--- src/rtl/mat_mul_pkg.sv ---
// Shared types and helpers for the streaming matrix-multiply engine.
// The MAT_MUL_STREAM_SAT_EN build uses sat_clamp on stored results.
package mat_mul_pkg;

  typedef enum logic [1:0] {
    S_IDLE   = 2'd0,
    S_CALC   = 2'd1,
    S_OUTPUT = 2'd2
  } state_e;

  // Working width for the clamp; wide enough for any supported accumulator.
  localparam int unsigned SAT_W = 128;

  function automatic int unsigned dim_of(input int unsigned dim_log);
    return 32'd1 << dim_log;
  endfunction

  function automatic int unsigned size_of(input int unsigned dim_log);
    return 32'd1 << (2 * dim_log);
  endfunction

  function automatic int unsigned size_log_of(input int unsigned dim_log);
    return 2 * dim_log;
  endfunction

  function automatic logic signed [SAT_W-1:0] sat_clamp(input logic signed [SAT_W-1:0] v,
                                                        input int unsigned dw);
    logic signed [SAT_W-1:0] one;
    logic signed [SAT_W-1:0] hi;
    logic signed [SAT_W-1:0] lo;
    one = SAT_W'(1);
    hi  = (one <<< (dw - 1)) - one;
    lo  = -hi - one;
    if (v > hi) return hi;
    if (v < lo) return lo;
    return v;
  endfunction

endpackage

--- src/rtl/mat_mul_stream_mac.sv ---
// Registered signed multiply-accumulate; clear restarts the sum with the current product.
module mac_unit
  import mat_mul_pkg::*;
#(
  parameter int unsigned DATA_WIDTH = 32,
  parameter int unsigned ACC_WIDTH  = 2*DATA_WIDTH + 2
) (
  input  logic                         clk,
  input  logic                         rst,
  input  logic                         valid,
  input  logic                         clear,
  input  logic signed [DATA_WIDTH-1:0] a,
  input  logic signed [DATA_WIDTH-1:0] b,
  output logic signed [ACC_WIDTH-1:0]  acc
);

  logic signed [2*DATA_WIDTH-1:0] prod;
  logic signed [ACC_WIDTH-1:0]    prod_ext;
  logic signed [ACC_WIDTH-1:0]    acc_q, acc_d;

  always_comb begin
    prod     = (2*DATA_WIDTH)'(a) * (2*DATA_WIDTH)'(b);
    prod_ext = ACC_WIDTH'(prod);
    acc_d    = acc_q;
    if (valid) acc_d = clear ? prod_ext : acc_q + prod_ext;
  end

  always_ff @(posedge clk) begin
    if (rst) acc_q <= '0;
    else     acc_q <= acc_d;
  end

  assign acc = acc_q;

endmodule

--- src/rtl/mat_mul_stream.sv ---
// AXI-Stream matrix-multiply engine: load A/B, compute R = A*B, stream R out.
// Define MAT_MUL_STREAM_SAT_EN to clamp stored results instead of wrapping.
module mat_mul_stream
  import mat_mul_pkg::*;
#(
  parameter int unsigned DIM_LOG    = 2,
  parameter int unsigned DATA_WIDTH = 32,
  parameter int unsigned ACC_WIDTH  = 2*DATA_WIDTH + DIM_LOG
) (
  input  logic                    s00_axi_aclk,
  input  logic                    s00_axi_areset,
  input  logic [DATA_WIDTH-1:0]   s00_axis_tdata,
  input  logic                    s00_axis_tvalid,
  input  logic                    s00_axis_tlast,
  output logic                    s00_axis_tready,
  output logic [DATA_WIDTH-1:0]   m00_axis_tdata,
  output logic [DATA_WIDTH/8-1:0] m00_axis_tstrb,
  output logic                    m00_axis_tvalid,
  output logic                    m00_axis_tlast,
  input  logic                    m00_axis_tready,
  input  logic                    sel,
  input  logic                    start,
  output logic                    busy,
  output logic                    done
);

  localparam int unsigned DIM      = dim_of(DIM_LOG);
  localparam int unsigned SIZE     = size_of(DIM_LOG);
  localparam int unsigned SIZE_LOG = size_log_of(DIM_LOG);
  localparam int unsigned CNT_W    = SIZE_LOG + DIM_LOG + 1;
  localparam logic [CNT_W-1:0]    ISSUE_END = CNT_W'(SIZE*DIM);
  localparam logic [CNT_W-1:0]    CALC_LAST = CNT_W'(SIZE*DIM + 1);
  localparam logic [SIZE_LOG-1:0] ADDR_LAST = SIZE_LOG'(SIZE - 1);

  logic clk, rst;
  assign clk = s00_axi_aclk;
  assign rst = s00_axi_areset;

  state_e state_q, state_d;
  logic tready_q, tready_d, tvalid_q, tvalid_d, tlast_q, tlast_d;
  logic busy_q, busy_d, done_q, done_d;
  logic in_frame_q, in_frame_d, frame_sel_q, frame_sel_d, pref_q, pref_d;
  logic [SIZE_LOG-1:0] ld_addr_q, ld_addr_d, out_idx_q, out_idx_d;
  logic [CNT_W-1:0]    cnt_q, cnt_d;
  logic p1_v_q, p1_v_d, p1_clr_q, p1_clr_d, p1_last_q, p1_last_d, p2_we_q, p2_we_d;
  logic [SIZE_LOG-1:0] p1_addr_q, p1_addr_d, p2_addr_q, p2_addr_d;

  logic [DIM_LOG-1:0]  idx_r, idx_c, idx_k;
  logic [SIZE_LOG-1:0] addr_a, addr_b, addr_r, out_next;
  logic we_a, we_b, we_r, rd_r_en, s_hs, o_hs, eff_sel, issue;
  logic [DATA_WIDTH-1:0] mem_a [SIZE];
  logic [DATA_WIDTH-1:0] mem_b [SIZE];
  logic [DATA_WIDTH-1:0] mem_r [SIZE];
  logic [DATA_WIDTH-1:0] rd_a_q, rd_b_q, rd_r_q, r_wdata;
  logic signed [ACC_WIDTH-1:0] acc;

  // cnt = r*SIZE + c*DIM + k, so the loop indices are plain bit fields.
  assign idx_k = cnt_q[DIM_LOG-1:0];
  assign idx_c = cnt_q[2*DIM_LOG-1:DIM_LOG];
  assign idx_r = cnt_q[3*DIM_LOG-1:2*DIM_LOG];

  assign eff_sel  = in_frame_q ? frame_sel_q : sel;
  assign s_hs     = (state_q == S_IDLE) && s00_axis_tvalid && tready_q;
  assign o_hs     = tvalid_q && m00_axis_tready;
  assign issue    = (state_q == S_CALC) && (cnt_q < ISSUE_END);
  assign out_next = out_idx_q + SIZE_LOG'(1);
  assign we_a     = s_hs && !eff_sel;
  assign we_b     = s_hs && eff_sel;
  assign we_r     = p2_we_q && (state_q == S_CALC);
  assign rd_r_en  = (state_q == S_OUTPUT);
  assign addr_a   = (state_q == S_IDLE) ? ld_addr_q : {idx_r, idx_k};
  assign addr_b   = (state_q == S_IDLE) ? ld_addr_q : {idx_k, idx_c};

  always_comb begin
    state_d     = state_q;
    tready_d    = tready_q;
    tvalid_d    = tvalid_q;
    tlast_d     = tlast_q;
    busy_d      = busy_q;
    done_d      = 1'b0;
    in_frame_d  = in_frame_q;
    frame_sel_d = frame_sel_q;
    pref_d      = pref_q;
    ld_addr_d   = ld_addr_q;
    out_idx_d   = out_idx_q;
    cnt_d       = cnt_q;
    addr_r      = (state_q == S_CALC) ? p2_addr_q : out_idx_q;

    // Read-side pipeline: addresses issue now, data and MAC follow one cycle apart.
    p1_v_d    = issue;
    p1_clr_d  = (idx_k == '0);
    p1_last_d = (idx_k == '1);
    p1_addr_d = {idx_r, idx_c};
    p2_we_d   = p1_v_q && p1_last_q;
    p2_addr_d = p1_addr_q;

    case (state_q)
      S_IDLE: begin
        tready_d = 1'b1;
        tvalid_d = 1'b0;
        if (s_hs) begin
          if (s00_axis_tlast) begin
            ld_addr_d  = '0;
            in_frame_d = 1'b0;
          end else begin
            ld_addr_d   = ld_addr_q + SIZE_LOG'(1);
            in_frame_d  = 1'b1;
            frame_sel_d = eff_sel;
          end
        end
        if (start && (ld_addr_q == '0)) begin
          state_d    = S_CALC;
          tready_d   = 1'b0;
          busy_d     = 1'b1;
          cnt_d      = '0;
          in_frame_d = 1'b0;
        end
      end
      S_CALC: begin
        cnt_d = cnt_q + CNT_W'(1);
        if (cnt_q == CALC_LAST) begin
          state_d   = S_OUTPUT;
          out_idx_d = '0;
          pref_d    = 1'b0;
        end
      end
      S_OUTPUT: begin
        // First cycle only primes the read register so tvalid rises with element 0.
        if (!pref_q) begin
          pref_d   = 1'b1;
          tvalid_d = 1'b1;
          tlast_d  = (out_idx_q == ADDR_LAST);
        end else if (o_hs) begin
          if (out_idx_q == ADDR_LAST) begin
            tvalid_d = 1'b0;
            tlast_d  = 1'b0;
            done_d   = 1'b1;
            busy_d   = 1'b0;
            tready_d = 1'b1;
            state_d  = S_IDLE;
          end else begin
            out_idx_d = out_next;
            addr_r    = out_next;
            tlast_d   = (out_next == ADDR_LAST);
          end
        end
      end
      default: state_d = S_IDLE;
    endcase
  end

  always_ff @(posedge clk) begin
    if (rst) begin
      state_q     <= S_IDLE;
      tready_q    <= 1'b0;
      tvalid_q    <= 1'b0;
      tlast_q     <= 1'b0;
      busy_q      <= 1'b0;
      done_q      <= 1'b0;
      in_frame_q  <= 1'b0;
      frame_sel_q <= 1'b0;
      pref_q      <= 1'b0;
      ld_addr_q   <= '0;
      out_idx_q   <= '0;
      cnt_q       <= '0;
      p1_v_q      <= 1'b0;
      p1_clr_q    <= 1'b0;
      p1_last_q   <= 1'b0;
      p1_addr_q   <= '0;
      p2_we_q     <= 1'b0;
      p2_addr_q   <= '0;
    end else begin
      state_q     <= state_d;
      tready_q    <= tready_d;
      tvalid_q    <= tvalid_d;
      tlast_q     <= tlast_d;
      busy_q      <= busy_d;
      done_q      <= done_d;
      in_frame_q  <= in_frame_d;
      frame_sel_q <= frame_sel_d;
      pref_q      <= pref_d;
      ld_addr_q   <= ld_addr_d;
      out_idx_q   <= out_idx_d;
      cnt_q       <= cnt_d;
      p1_v_q      <= p1_v_d;
      p1_clr_q    <= p1_clr_d;
      p1_last_q   <= p1_last_d;
      p1_addr_q   <= p1_addr_d;
      p2_we_q     <= p2_we_d;
      p2_addr_q   <= p2_addr_d;
    end
  end

  always_ff @(posedge clk) begin
    if (we_a) mem_a[addr_a] <= s00_axis_tdata;
    rd_a_q <= mem_a[addr_a];
  end

  always_ff @(posedge clk) begin
    if (we_b) mem_b[addr_b] <= s00_axis_tdata;
    rd_b_q <= mem_b[addr_b];
  end

  always_ff @(posedge clk) begin
    if (we_r) mem_r[addr_r] <= r_wdata;
  end

  always_ff @(posedge clk) begin
    if (rst)          rd_r_q <= '0;
    else if (rd_r_en) rd_r_q <= mem_r[addr_r];
  end

  mac_unit #(
    .DATA_WIDTH(DATA_WIDTH),
    .ACC_WIDTH (ACC_WIDTH)
  ) u_mac (
    .clk  (clk),
    .rst  (rst),
    .valid(p1_v_q),
    .clear(p1_clr_q),
    .a    (signed'(rd_a_q)),
    .b    (signed'(rd_b_q)),
    .acc  (acc)
  );

`ifdef MAT_MUL_STREAM_SAT_EN
  assign r_wdata = DATA_WIDTH'(sat_clamp(SAT_W'(acc), DATA_WIDTH));
`else
  assign r_wdata = DATA_WIDTH'(acc);
`endif

  assign s00_axis_tready = tready_q;
  assign m00_axis_tdata  = rd_r_q;
  assign m00_axis_tstrb  = '1;
  assign m00_axis_tvalid = tvalid_q;
  assign m00_axis_tlast  = tlast_q;
  assign busy            = busy_q;
  assign done            = done_q;

endmodule
--- config.mk ---
export PLATFORM = sky130hd
export DESIGN_NAME = mat_mul_stream
export DESIGN_NICKNAME = d
export VERILOG_FILES = /design/src/rtl/mat_mul_pkg.sv /design/src/rtl/mat_mul_stream_mac.sv /design/src/rtl/mat_mul_stream.sv
export SDC_FILE = /design/constraint.sdc
export NUM_CORES = 2
export LEC_CHECK = 0
export CAP_MARGIN = 20
export CORE_MARGIN = 1
export CORE_UTILIZATION = 30
export CTS_BUF_LIST = sky130_fd_sc_hd__clkbuf_8
export DETAILED_ROUTE_END_ITERATION = 8
export PLACE_DENSITY_LB_ADDON = 0.25
export SYNTH_ARGS = -nofsm -noshare
export SYNTH_HDL_FRONTEND = slang
export SYNTH_SLANG_ARGS = --single-unit
--- constraint.sdc ---
create_clock -name s00_axi_aclk -period 9.4 [get_ports s00_axi_aclk]
set_input_delay 1.88 -clock s00_axi_aclk [delete_from_list [all_inputs] [get_ports s00_axi_aclk]]
set_output_delay 1.88 -clock s00_axi_aclk [all_outputs]
set_load 0.01 [all_outputs]
==> results.md <==
* die height: 526 µm
* most used cells in the layout excluding fill and tap cells: 1536 x sky130_fd_sc_hd__edfxtp_1, 808 x sky130_fd_sc_hd__nand2_1, 587 x sky130_fd_sc_hd__inv_1
* Die W: 526 µm
* Most used DFF post-synth: sky130_fd_sc_hd__edfxtp_1
* worst endpoint data arrival time: 9.82 ns
* Maximum Capacitance Violations: 0
* TritonRoute pass-1 iters: 5
* Iteration-0 DRC Markers: 2905
* Critical Path Slowest Stage Cell: sky130_fd_sc_hd__fa_1
* critical path class: register to register
* Clk Latency, worst-skew pair: 0.99 ns
* die area: 276000 µm²
* most frequent cell on the critical path: sky130_fd_sc_hd__fa_1
* pin slew with the least headroom to its limit: 1.10 ns
* number of enable flip-flop cells after synthesis: 1536
* status: finished clean
* number of synthesized register bits: 1701
* count of antenna-violating nets left after detailed routing: 0
* total I/O pin count: 80
* Floorplan Core Area: 272000 µm²
* via/cell ratio: 4.82
* worst min-delay path category: register to register
* area of the mapped netlist: 82300 µm²
* clock tree skew after final layout: 0.0990 ns
* clock slew at the register clock pins of the worst setup and hold paths: 0.06 ns
* combined flip-flop and latch cell area: 49400 µm²
* total congestion overflow after global routing: 0
* Simple-Gate Fraction of Synth Area: 0.0941
* number of global-route vias before repair: 49737
* parity-gate share of the synthesized area counting xor and xnor cells: 0.0123
* kind of start point of the critical path: register
* gr usage total: 0.154
* number of clock sinks: 1701
* cts hold-fix bufs: 0
* number of cell rows: 191
* f_max: 112 MHz
* Post-Route WL: 215 mm
* antenna violations before repair: 22
* Avg Synthesized Cell Area: 14.2 µm²
* maximum net fanout on the critical path: 15
* CTS tree: done
* CP Buf/Inv Count: 5
* wire length per cell: 22.0 µm
* placer's final routability congestion estimate: 0.799
* share of synthesized cell area in full adder, half adder and majority cells: 0.128
* multi-input gate area in the final layout: 30200 µm²
* setup repair after global routing missed its margin: no
* starting density of the core: 0.303
* final worst path period share: 0.948
* largest net degree at the start of global routing: 144
* H-Tree Depth: 5
* Port Buffers: 75
* first-pass GRT wire length: 321 mm
* total of warnings raised by yosys: 0
* number of vias after detailed routing: 47195
* worst slew margin relative to its limit: 0.266
* most frequent standard cell in the layout excluding fill and tap cells: sky130_fd_sc_hd__edfxtp_1
* min cycle time layout: 8.92 ns
* number of buffers added by the clock tree synthesis step: 301
* compound-gate portion of the synthesized area: 0.0558
* Crit path max-delay family: adder cells
* remaining design rule violation count: 0
* delay of the slowest cell on the worst path: 0.55 ns
* dominant combinational cell family by area after synthesis: adder cells
* area growth from synthesis to layout: 13.6%
* Bufs on Longest Clock Path: 4
* Setup TNS: 0 ns
* Clock Root Buffer: sky130_fd_sc_hd__clkbuf_8
* ys async rst share: 0
* count of endpoints failing hold in the final timing report: 0
* layout cell share with drive strength beyond 1: 0.142
* CP Data Required Time: 10.30 ns
* post-DP HPWL: 130 mm
* count of nets after finishing: 6633
* Unique masters post-synth: 73
* gate count of the mapped netlist: 5780
* multiplexer share of the synthesized area: 0.0710
* CP Capture Type: register
* share of synthesized area occupied by flip-flops and latches: 0.601
* Slew Limit Fails: 0
* fillers: 26272
* Final setup violation count: 0
-- sequential cells by signal (all words and copies together) (netlist names), 7 cells and up --
register,count
m00_axis_tdata,32
cnt_q,7
u_mac.acc,32
mem_b,512
mem_r,512
rd_b_q,32
mem_a,512
rd_a_q,32
-- per-stage QoR --
step                      setup slack [ns]  area [µm²]  hold slack (ns)  std cells  utilization
after floorplan                      0.721       82300            0.414       5783            -
after global placement               0.358       87700            0.420       9244        0.323
after detailed placement             0.193       87800            0.428       9249        0.323
after CTS                            0.204       93200            0.440       9774        0.343
after global routing               0.00838       93500            0.453       9791        0.344
final                                0.485       93500            0.436       9793        0.344
-- cell usage after synthesis (all sizes together) (24+ instances only) --
cell    number  share of area
a211oi     179          0.016
a21oi      147         0.0089
a311oi      98          0.010
a31oi      106         0.0082
and2       433          0.033
and3        69         0.0052
buf         80         0.0050
clkbuf     261          0.012
dfxtp      165          0.040
edfxtp    1536           0.56
fa         409           0.10
ha         190          0.029
inv        452          0.021
mux4       256          0.070
nand2      813          0.037
nand3       24         0.0015
nor2       147         0.0067
nor3        92         0.0056
o21ai       57         0.0036
xnor2       87         0.0093
xor2        29         0.0031
-- cells by family after synthesis --
group,Yosys count
adders and majority gates,599
buffers and inverters,793
xor gates and xnor gates,116
DFF,1701
AOI/OAI and AO/OA,668
muxes,264
and+or+nand+nor,1638
other,1
-- timing repair --
item                       CTS  global route
setup endpoints to repair    0             3
resized for setup            0            16
setup buffers                0             2
-- final timing paths --
kind                              startpoint             to  slack [ns]  cells past startpoint
worst max-delay path               rd_b_q[2]  u_mac.acc[31]        0.48                     34
worst min-delay path            p1_addr_q[2]   p2_addr_q[2]        0.44                      1
worst max register to register     rd_b_q[2]  u_mac.acc[31]        0.48                     34
worst min register to register  p1_addr_q[2]   p2_addr_q[2]        0.44                      1
-- layer usage --
metal  track usage  vias up  wire length (µm)
met4        0.0439        2              5330
met2         0.258     1106            104000
met3        0.0254      308             10600
met5             0        -                13
li1              -    21219                 -
met1         0.205    24560             95100
-- area by class of cell --
| class | instances | share of cell area |
|---|---|---|
| antenna | 6 | 0.000161 |
| clock buffer | 313 | 0.0461 |
| timing repair buffer | 250 | 0.0246 |
| multi-input combinational | 3289 | 0.323 |
| inverter | 452 | 0.0181 |
| sequential | 1701 | 0.529 |
| tap | 3570 | 0.0478 |
| clock inverter | 212 | 0.0114 |
Power is left out: the tool's default activity adds up to more than one toggle a clock period on the data nets, which glitch-free logic cannot reach.
